## src/rtl/rtc_timekeeper.sv

```systemverilog
// HH:MM:SS BCD real-time clock with 1 Hz prescaler, debounced time-set buttons
// and 12/24-hour seven-segment display output.
module rtc_timekeeper #(
  parameter int CLK_FREQ_HZ      = 50_000_000,
  parameter int DEBOUNCE_SAMPLES = 8
) (
  input  logic            clock50MHz,
  input  logic            resetn,
  input  logic            man_switch,
  input  logic            mode_12h,
  input  logic [2:0]      push_button,
  output logic            tick_out,
  output logic [23:0]     bcd_time,
  output logic            pm,
  output logic [5:0][6:0] seven_seg
);
  localparam int PRESC_W = $clog2(CLK_FREQ_HZ);
  localparam int MS_DIV  = CLK_FREQ_HZ / 1000;
  localparam int MS_W    = (MS_DIV > 1) ? $clog2(MS_DIV) : 1;
  localparam int DB      = DEBOUNCE_SAMPLES;
  localparam logic [PRESC_W-1:0] PRESC_MAX = PRESC_W'(CLK_FREQ_HZ - 1);
  localparam logic [MS_W-1:0]    MS_MAX    = MS_W'(MS_DIV - 1);

  function automatic logic [7:0] inc_wrap(input logic [7:0] v, input logic [7:0] top);
    if (v == top) return 8'h00;
    if (v[3:0] == 4'd9) return {v[7:4] + 4'd1, 4'd0};
    return {v[7:4], v[3:0] + 4'd1};
  endfunction

  function automatic logic [6:0] seg7(input logic [3:0] d);
    case (d)
      4'd0: return 7'h40;  4'd1: return 7'h79;  4'd2: return 7'h24;
      4'd3: return 7'h30;  4'd4: return 7'h19;  4'd5: return 7'h12;
      4'd6: return 7'h02;  4'd7: return 7'h78;  4'd8: return 7'h00;
      4'd9: return 7'h10;  default: return 7'h7F;
    endcase
  endfunction

  logic [1:0]          man_sync_q, mode_sync_q;
  logic [1:0][2:0]     btn_sync_q;
  logic [PRESC_W-1:0]  presc_q, presc_d;
  logic [MS_W-1:0]     ms_cnt_q, ms_cnt_d;
  logic [2:0][DB-1:0]  sh_q, sh_d;
  logic [2:0]          pressed_q, pressed_d, ev;
  logic [7:0]          sec_q, sec_d, min_q, min_d, hr_q, hr_d;
  logic                tick, tick_q, tick_out_q, pm_q, pm_d, ms_stb;
  logic [23:0]         bcd_q;
  logic [5:0][6:0]     seg_q, seg_d;
  logic [4:0]          hr_bin, hr12, hr12_lo;
  logic [7:0]          disp_hr;
  logic                man_s, mode_s;
  logic [2:0]          btn_s;

  assign man_s  = man_sync_q[1];
  assign mode_s = mode_sync_q[1];
  assign btn_s  = btn_sync_q[1];

  always_comb begin
    tick     = !man_s && (presc_q == PRESC_MAX);
    presc_d  = (man_s || tick) ? '0 : presc_q + 1'b1;
    ms_stb   = (ms_cnt_q == MS_MAX);
    ms_cnt_d = ms_stb ? '0 : ms_cnt_q + 1'b1;
  end

  // Debounce: state flips only when every sample in the window agrees
  always_comb begin
    sh_d      = sh_q;
    pressed_d = pressed_q;
    ev        = '0;
    for (int i = 0; i < 3; i++) begin
      if (ms_stb) begin
        sh_d[i] = {sh_q[i][DB-2:0], btn_s[i]};
        if (sh_d[i] == '0)     pressed_d[i] = 1'b1;
        else if (&sh_d[i])     pressed_d[i] = 1'b0;
      end
      ev[i] = pressed_d[i] & ~pressed_q[i];
    end
  end

  always_comb begin
    sec_d = sec_q;
    min_d = min_q;
    hr_d  = hr_q;
    if (man_s) begin
      if (ev[0]) sec_d = inc_wrap(sec_q, 8'h59);
      if (ev[1]) min_d = inc_wrap(min_q, 8'h59);
      if (ev[2]) hr_d  = inc_wrap(hr_q, 8'h23);
    end else if (tick) begin
      sec_d = inc_wrap(sec_q, 8'h59);
      if (sec_q == 8'h59) begin
        min_d = inc_wrap(min_q, 8'h59);
        if (min_q == 8'h59) hr_d = inc_wrap(hr_q, 8'h23);
      end
    end
  end

  // 12-hour view maps 0 -> 12 and 13..23 -> 1..11; H1 blanks when zero
  always_comb begin
    hr_bin  = 5'(hr_q[7:4]) * 5'd10 + 5'(hr_q[3:0]);
    pm_d    = (hr_bin >= 5'd12);
    hr12    = (hr_bin == 5'd0) ? 5'd12 : ((hr_bin > 5'd12) ? hr_bin - 5'd12 : hr_bin);
    hr12_lo = hr12 - 5'd10;
    if (!mode_s)            disp_hr = hr_q;
    else if (hr12 >= 5'd10) disp_hr = {4'd1, hr12_lo[3:0]};
    else                    disp_hr = {4'd0, hr12[3:0]};
    seg_d[0] = seg7(sec_q[3:0]);
    seg_d[1] = seg7(sec_q[7:4]);
    seg_d[2] = seg7(min_q[3:0]);
    seg_d[3] = seg7(min_q[7:4]);
    seg_d[4] = seg7(disp_hr[3:0]);
    seg_d[5] = (mode_s && disp_hr[7:4] == 4'd0) ? 7'h7F : seg7(disp_hr[7:4]);
  end

  always_ff @(posedge clock50MHz) begin
    if (!resetn) begin
      man_sync_q  <= '0;
      mode_sync_q <= '0;
      btn_sync_q  <= '1;
      presc_q     <= '0;
      ms_cnt_q    <= '0;
      sh_q        <= '1;
      pressed_q   <= '0;
      sec_q       <= '0;
      min_q       <= '0;
      hr_q        <= '0;
      tick_q      <= 1'b0;
      tick_out_q  <= 1'b0;
      bcd_q       <= '0;
      pm_q        <= 1'b0;
      seg_q       <= {6{7'h7F}};
    end else begin
      man_sync_q  <= {man_sync_q[0], man_switch};
      mode_sync_q <= {mode_sync_q[0], mode_12h};
      btn_sync_q  <= {btn_sync_q[0], push_button};
      presc_q     <= presc_d;
      ms_cnt_q    <= ms_cnt_d;
      sh_q        <= sh_d;
      pressed_q   <= pressed_d;
      sec_q       <= sec_d;
      min_q       <= min_d;
      hr_q        <= hr_d;
      tick_q      <= tick;
      tick_out_q  <= tick_q;
      bcd_q       <= {hr_q, min_q, sec_q};
      pm_q        <= pm_d;
      seg_q       <= seg_d;
    end
  end

  assign tick_out  = tick_out_q;
  assign bcd_time  = bcd_q;
  assign pm        = pm_q;
  assign seven_seg = seg_q;

endmodule
```

## config.mk

```make
export PLATFORM = sky130hd
export DESIGN_NAME = rtc_timekeeper
export DESIGN_NICKNAME = d
export VERILOG_FILES = /design/src/rtl/rtc_timekeeper.sv
export SDC_FILE = /design/constraint.sdc
export NUM_CORES = 1
export LEC_CHECK = 0
export CAP_MARGIN = 5
export CORE_ASPECT_RATIO = 0.7
export CORE_MARGIN = 3
export CORE_UTILIZATION = 53
export CTS_BUF_LIST = sky130_fd_sc_hd__clkbuf_8
export CTS_CLUSTER_SIZE = 30
export DETAILED_ROUTE_END_ITERATION = 6
export PLACE_DENSITY = 0.88
export SYNTH_ARGS = -nofsm -noshare
export SYNTH_HDL_FRONTEND = slang
export SYNTH_SLANG_ARGS = --single-unit
```

## constraint.sdc

```tcl
create_clock -name clock50MHz -period 4.35 [get_ports clock50MHz]
set_clock_uncertainty 0.2 [all_clocks]
set_input_delay 0.6525 -clock clock50MHz [delete_from_list [all_inputs] [get_ports clock50MHz]]
set_output_delay 0.6525 -clock clock50MHz [all_outputs]
set_load 0.01 [all_outputs]
```

=== After elaboration in Yosys (flattened, before gate mapping) ===
Memory sizes are Yosys's and may differ from the RTL's. A register that Yosys moved wholly into a read port is not among the register bits.
Cells that the tools add are included.

* $add $sub $neg: 11
* Multiply operators: 1
* Order comparisons: 3
* Eq/ne operators: 14
* Muxes and demuxes: 85
* Bitwise gates (word level): 7
* Reduce and logical (&&, ||, !) cells: 32

{| class="wikitable"
|+ Operators with widths
! kind !! number
|-
| $mux 8 || 31
|-
| $mux 1 || 51
|-
| $add 26x1->26 const B || 1
|-
| $eq 26x26->1 const B || 1
|-
| $add 4x1->4 const B || 6
|-
| $logic_not 8->1 || 3
|-
| $reduce_and 8->1 || 3
|-
| $add 16x1->16 const B || 1
|-
| $eq 16x16->1 const B || 1
|-
| $eq 8x7->1 const B || 2
|-
| $mux 5 || 3
|-
| $eq 4x4->1 const B || 3
|-
| $ge 5x4->1 const B || 2
|-
| $ne 3x1->1 const B || 3
|-
| $reduce_bool 3->1 || 3
|-
| $eq 8x6->1 const B || 1
|-
| $reduce_and 4->1 || 2
|-
| $logic_not 1->1 || 6
|-
| $ne 2x1->1 const B || 3
|-
| $reduce_and 6->1 || 1
|-
| $reduce_bool 2->1 || 3
|-
| $reduce_or 2->1 || 3
|-
| $add 5x4->5 || 1
|-
| $gt 5x4->1 const B || 1
|-
| other kinds (12) || 18
|}

* Bits in registers: 127
* Memory bits (read-only): 672
* Input bits: 7
* Word-level logic and storage cells: 179
* Memories: 6

{| class="wikitable"
|+ Memories
! memory !! depth !! bits a word !! read ports !! clocked after memory_dff !! wr ports !! RTL line !! RTL
|-
| (name not given) || 16 || 7 || 1 || 1 || 0 || 31 || <nowiki>case (d)</nowiki>
|-
| (name not given) || 16 || 7 || 1 || 1 || 0 || 31 ||
|-
| (name not given) || 16 || 7 || 1 || 1 || 0 || 31 ||
|-
| (name not given) || 16 || 7 || 1 || 1 || 0 || 31 ||
|-
| (name not given) || 16 || 7 || 1 || 1 || 0 || 31 ||
|-
| (name not given) || 16 || 7 || 1 || 1 || 0 || 31 ||
|}

=== Longest topological paths before layout ===
* Word-level depth: 17
* Gate-level depth with buffers: 19
* Depth with buffers taken out: 19

=== Worst setup path before layout ===
Ideal clock, no wire load.

* Path kind: reg-to-reg
* Start point: register hr_q[4]
* End point: register seg_q (netlist bit seven_seg[41])
* Setup time: 0.127 ns
* Arrival: 3.878 ns
* Required time: 4.023 ns
* Path slack: 0.145 ns
* Cell stages (with the launch flop): 20
* Clock period less this slack: 4.205 ns
* Cells stage by stage: dfxtp_1 ha_1 ha_1 xnor2_1 inv_1 ha_1 nor3b_1 o21ai_0 a22oi_1 or2_2 inv_1 ha_1 o41a_1 o21ai_0 mux2i_1 inv_1 ha_1 a21oi_1 nor2_1 or3_1

* Word-level cells in the longest chain between the ends: 11
* Elaborated cells between the ends (all ways): 13
* Those cells by class: add/sub (2); mul (1); order compare (2); mux (4); reduce/logical (4)

{| class="wikitable"
|+ RTL lines
! what !! RTL line !! RTL
|-
| start: declaration || 45 || <nowiki>logic [7:0] sec_q, sec_d, min_q, min_d, hr_q, hr_d;</nowiki>
|-
| start signal: assignment || 141 || <nowiki>hr_q <= hr_d;</nowiki>
|-
| $mul 4x3->4 || 99 || <nowiki>hr_bin = 5'(hr_q[7:4]) * 5'd10 + 5'(hr_q[3:0]);</nowiki>
|-
| $add 5x4->5 || 99 ||
|-
| $sub 5x4->5 or $gt 5x4->1 (tied branches) || 101 || <nowiki>hr12 = (hr_bin == 5'd0) ? 5'd12 : ((hr_bin > 5'd12) ? hr_bin - 5'd12 : hr_bin);</nowiki>
|-
| $mux 5 (2 in a row) || 101 ||
|-
| $ge 5x4->1 || 104 || <nowiki>else if (hr12 >= 5'd10) disp_hr = {4'd1, hr12_lo[3:0]};</nowiki>
|-
| $mux 5 || 104 ||
|-
| $mux 8 (*) || 103 || <nowiki>if (!mode_s) disp_hr = hr_q;</nowiki>
|-
| $logic_not 4->1 || 111 || <nowiki>seg_d[5] = (mode_s && disp_hr[7:4] == 4'd0) ? 7'h7F : seg7(disp_hr[7:4]);</nowiki>
|-
| $logic_and 1x1->1 || 111 ||
|-
| $reduce_or 2->1 (no source line) || n/a ||
|-
| end: declaration || 48 || <nowiki>logic [5:0][6:0] seg_q, seg_d;</nowiki>
|}

Mark *: on every way between the ends. The rest lies on a longest branch, timed or not.
A chain may end at the register's enable or synchronous reset.

=== Worst setup path after layout ===
Ends and elaborated chain as after synthesis.

==> impl_metrics.py <==
metrics = {
    "layout": {
        "fin_util_pct": 65.96,
        "area.growth.synth_to_final_pct": 18.48,
        "finalNonFillerCells": 1128,
        "nNetsFinal": 979,
        "drive_above_1_share_pct": 8.271,
        "antenna_cells": 0,
        "fill_cells": 1106,
    },
    "timing": {
        "final_critical_path_setup_slack_ps": 151.9,
        "unrepaired_setup_endpoints_after_global_routing": "yes",
        "achievable-frequency_mhz": 238.2,
        "timing_worst_slew_pin_value_ps": 936.5,
        "report.final.hold_viol_count": 0,
        "final_min_period_over_clock_period_pct": 96.51,
        "maxSlewHeadroom_pct": 37.57,
        "tns_ps": 0,
        "finalSetupViolations": 0,
        "period_minus_slack_ps": 4198,
        "final_slew_viol_count": 0,
    },
    "power": {
        "p_int_mw": 2.062,
        "power.density_nw_per_um2": 312.7,
        "sequentialPowerShare_pct": 57.2,
        "total_switching_power_mw": 0.7199,
        "clock_power_share_pct": 38.6,
        "pwr-share-comb_pct": 4.2,
        "total_leakage_power_nw": 3.545,
        "power_switching_share_pct": 25.88,
        "power.ir.vdd_worst_mv": 0.2041,
    },
    "worst_setup_path": {
        "timing.critical_path.max_delay_family": "adder cells",
        "timing.reg2reg.setup_slack_ps": 150,
        "path_buf_inv": 3,
        "critPathMostFrequentCell": "sky130_fd_sc_hd__ha_1",
        "endpoint_kind": "flop",
        "timing.critical_path.slowest_cell_delay_ps": 500,
        "critPathRequiredTime_ps": 4510,
        "timing_worst_setup_path_type": "flop to flop",
        "crit_fanout": 5,
        "worstSetupStartpointType": "flop",
        "crit_path_top_delay_cell": "sky130_fd_sc_hd__fa_2",
        "arrival_ps": 4350,
        "cp_cell_sequence": "ha_1 -> fa_2 -> inv_1 -> ha_1 -> or3b_2 -> a22oi_1 -> or2_2 -> inv_1 -> ha_2 -> o41a_1 -> o21ai_2 -> mux2i_1 -> buf_4 -> ha_1 -> nand2_1 -> o311ai_1 -> or3_1",
    },
    "cts": {
        "insertion_delay_ps": 470,
        "cts.sinks": 169,
        "number_of_hold_buffers_added_after_cts": 0,
        "htree_num_levels": 4,
        "cts_inserted_buffers": 17,
        "cts_buffer_depth": 2,
        "cts_tree": "yes",
        "cts-root-buf": "sky130_fd_sc_hd__clkbuf_8",
        "clkSlewWorstSetupHoldPaths_ps": 100,
    },
    "synth": {
        "postSynthCellCount": 861,
        "yosys_top_cell_area_share_pct": 45.05,
        "synth-async-reset-ratio_pct": 0,
        "netlist_area_sq_um": 7510,
        "synth-edff-count": 0,
        "synthesis.yosys.warnings": 0,
        "syn_area_per_cell_sq_um": 8.722,
        "synth_sequential_area_ratio_pct": 45.05,
        "dominantRegCellSynth": "sky130_fd_sc_hd__dfxtp_1",
        "post_synth_num_cell_types": 61,
        "syn_nets": 910,
        "synth_largest_area_cell": "sky130_fd_sc_hd__dfxtp_1",
        "postSynthRegisterBits": 169,
        "yosys-top-cells-area": "sky130_fd_sc_hd__dfxtp_1 45%, sky130_fd_sc_hd__ha_1 6.8%, sky130_fd_sc_hd__nand2_1 4.7%",
    },
    "global_route": {
        "first_global_vias": 5596,
        "wire_length_of_the_first_global_routing_pass_um": 26010,
        "gr-usage-all-layers_pct": 19.75,
        "grt_start_max_net_pins": 85,
        "antenna_violations_before_repair": 0,
        "grt-ovfl-total": 0,
    },
    "run": {
        "max_cap_viol_count": 0,
    },
    "detailed_routing": {
        "drcViolationCount": 0,
        "totalWireLength_um": 15620,
        "post_drt_via_cell_ratio": 5.430,
        "first_iter_violations": 444,
        "routedWlPerCell_um": 13.85,
        "firstDrtPassIters": 5,
        "ant_nets": 0,
        "via_count": 6125,
    },
    "placed_design": {
        "numPlacedInstances": 1091,
        "finalWeightedCongestion": 0.8532,
        "place_ws_ps": -153.6,
        "port_buffers": 74,
        "post-dp-hpwl_um": 10670,
    },
    "die": {
        "design.core.area_sq_um": 13490,
        "floorplan.die.height_um": 105.6,
        "num_io_pins": 75,
        "die_w_um": 148.3,
        "floorplan.initialDensity_pct": 55.68,
        "die_footprint_sq_um": 15660,
        "floorplan.rows": 35,
    },
    "worst_hold_path": {
        "hold_path.class": "flop to flop",
    },
    "status": {
        "outcome": "complete, no violations",
    },
}
-- per-stage QoR --
step | hold slack, ps | area, sq um | total power [mW]
3_3_place_gp | 197.0 | 8414 | 1.739
4_1_cts | 214.8 | 8812 | 2.799
2_1_floorplan | 186.3 | 7510 | 1.683
5_1_grt | 240.0 | 8897 | 2.882
6_report | 211.6 | 8897 | 2.782
3_5_place_dp | 191.8 | 8414 | 1.741
-- worst paths after layout --
path / startpoint / to / cells after the start
setup / recovery: hr_q[4] / seven_seg[41] / 17
hold / removal: btn_sync_q[1] / btn_s[1] / 1
setup reg to reg: hr_q[4] / seven_seg[41] / 17
hold reg to reg: btn_sync_q[1] / btn_s[1] / 1
-- kinds of logic (layout without fill, tap and decap cells) --
family / Yosys count / count (layout) / share of synthesized area [%]
xor gates and xnor gates: 40 / 40 / 4.848
buffers and inverters: 69 / 151 / 3.465
DFF: 169 / 169 / 45.05
AOI/OAI and AO/OA: 150 / 150 / 12.43
muxes: 2 / 2 / 0.2666
and+or+nand+nor: 389 / 389 / 26.84
adders and majority gates: 42 / 42 / 7.098
-- repair_timing --
action | in CTS | in global routing
gates resized for setup | 4 | 9
pin swaps | 0 | 1
endpoints found under the setup margin | 6 | 14
buffers inserted | 1 | 4
-- flip-flops by register name (all words and copies together) (netlist names), 8 cells and up --
register   cells
bcd_time      24
min_q          8
seven_seg     42
sh_q          21
sec_q          8
hr_q           8
ms_cnt_q      16
presc_q       26
-- cell usage in the layout, fill, tap and decap left out, types with 4 or more instances in the layout --
cell type and count:
sky130_fd_sc_hd__dfxtp_1 168, sky130_fd_sc_hd__nand2_1 94, sky130_fd_sc_hd__nor2_1 84, sky130_fd_sc_hd__clkdlybuf4s50_1 73
sky130_fd_sc_hd__nand3_1 51, sky130_fd_sc_hd__o21ai_0 46, sky130_fd_sc_hd__a21oi_1 43, sky130_fd_sc_hd__ha_1 39
sky130_fd_sc_hd__and2_1 37, sky130_fd_sc_hd__inv_1 28, sky130_fd_sc_hd__xor2_1 25, sky130_fd_sc_hd__nand2b_1 22
sky130_fd_sc_hd__nand4_1 21, sky130_fd_sc_hd__buf_4 18, sky130_fd_sc_hd__clkbuf_8 17, sky130_fd_sc_hd__and3_1 14
sky130_fd_sc_hd__a21boi_0 13, sky130_fd_sc_hd__xnor2_1 13, sky130_fd_sc_hd__nor3_1 8, sky130_fd_sc_hd__o21a_1 8
sky130_fd_sc_hd__nor4_1 8, sky130_fd_sc_hd__or2_2 7, sky130_fd_sc_hd__or3_1 7, sky130_fd_sc_hd__o21ai_1 6
sky130_fd_sc_hd__a211oi_1 6, sky130_fd_sc_hd__nor2b_1 6, sky130_fd_sc_hd__inv_6 6, sky130_fd_sc_hd__and4_1 5
sky130_fd_sc_hd__o2111ai_1 4, sky130_fd_sc_hd__or4_1 4, sky130_fd_sc_hd__inv_8 4
-- layer usage --
layer | vias to the layer above | global-route usage (%) | share of wire, %
li1 | 3088 | - | -
met5 | - | 0 | 0
met3 | 24 | 5.071 | 5.2
met4 | 0 | 5.010 | 1.4
met1 | 2847 | 27.44 | 48
met2 | 166 | 30.84 | 45
-- worst register-to-register path, delay by kind of cell (launching register included) --
| family | cells | cell delay, ps |
|---|---|---|
| AO/OA/AOI/OAI | 4 | 670 |
| adder cells (fa/ha/maj) | 5 | 1270 |
| buffers and inverters | 3 | 350 |
| flip-flops | 1 | 380 |
| multiplexers | 1 | 120 |
| AND/OR/NAND/NOR | 4 | 1100 |
-- synth_stat cells (3+ instances only) --
master	n
sky130_fd_sc_hd__or4_1	4
sky130_fd_sc_hd__o2111ai_1	4
sky130_fd_sc_hd__o31ai_1	3
sky130_fd_sc_hd__a21boi_0	13
sky130_fd_sc_hd__nand4_1	21
sky130_fd_sc_hd__nand2_1	94
sky130_fd_sc_hd__nand2b_1	22
sky130_fd_sc_hd__dfxtp_1	169
sky130_fd_sc_hd__nor2b_1	6
sky130_fd_sc_hd__clkbuf_1	40
sky130_fd_sc_hd__and3_1	14
sky130_fd_sc_hd__o21a_1	8
sky130_fd_sc_hd__and4_1	5
sky130_fd_sc_hd__a211oi_1	6
sky130_fd_sc_hd__inv_1	28
sky130_fd_sc_hd__or2_2	7
sky130_fd_sc_hd__nor4_1	8
sky130_fd_sc_hd__or3_1	7
sky130_fd_sc_hd__ha_1	41
sky130_fd_sc_hd__xor2_1	25
sky130_fd_sc_hd__nand3b_1	3
sky130_fd_sc_hd__and2_1	37
sky130_fd_sc_hd__nand3_1	51
sky130_fd_sc_hd__xnor2_1	14
sky130_fd_sc_hd__a21o_1	3
sky130_fd_sc_hd__o21ai_0	48
sky130_fd_sc_hd__a21oi_1	43
sky130_fd_sc_hd__nand4b_1	3
sky130_fd_sc_hd__o21ai_1	5
sky130_fd_sc_hd__nor3_1	8
sky130_fd_sc_hd__nor2_1	84
-- area by class of cell --
type	count	area, sq um	share of cell area, %
clock buffers	17	234.0	2.630
clock inverters	15	147.6	1.659
inverters	28	105.1	1.181
multi-input cells	623	3929	44.16
flip-flops and latches	169	3385	38.04
well taps	185	231.5	2.602
repair buffers	91	865.8	9.731
-- power groups by stage --
| stage | logic, mW | clock network, mW | registers (mW) |
|---|---|---|---|
| 6_report | 0.118 | 1.07 | 1.59 |
| 3_3_place_gp | 0.113 | 0 | 1.63 |
| 5_1_grt | 0.130 | 1.16 | 1.59 |
| 2_1_floorplan | 0.0510 | 0 | 1.63 |
| 3_5_place_dp | 0.115 | 0 | 1.63 |
| 4_1_cts | 0.116 | 1.09 | 1.59 |
(Power assumes the default switching activity.)
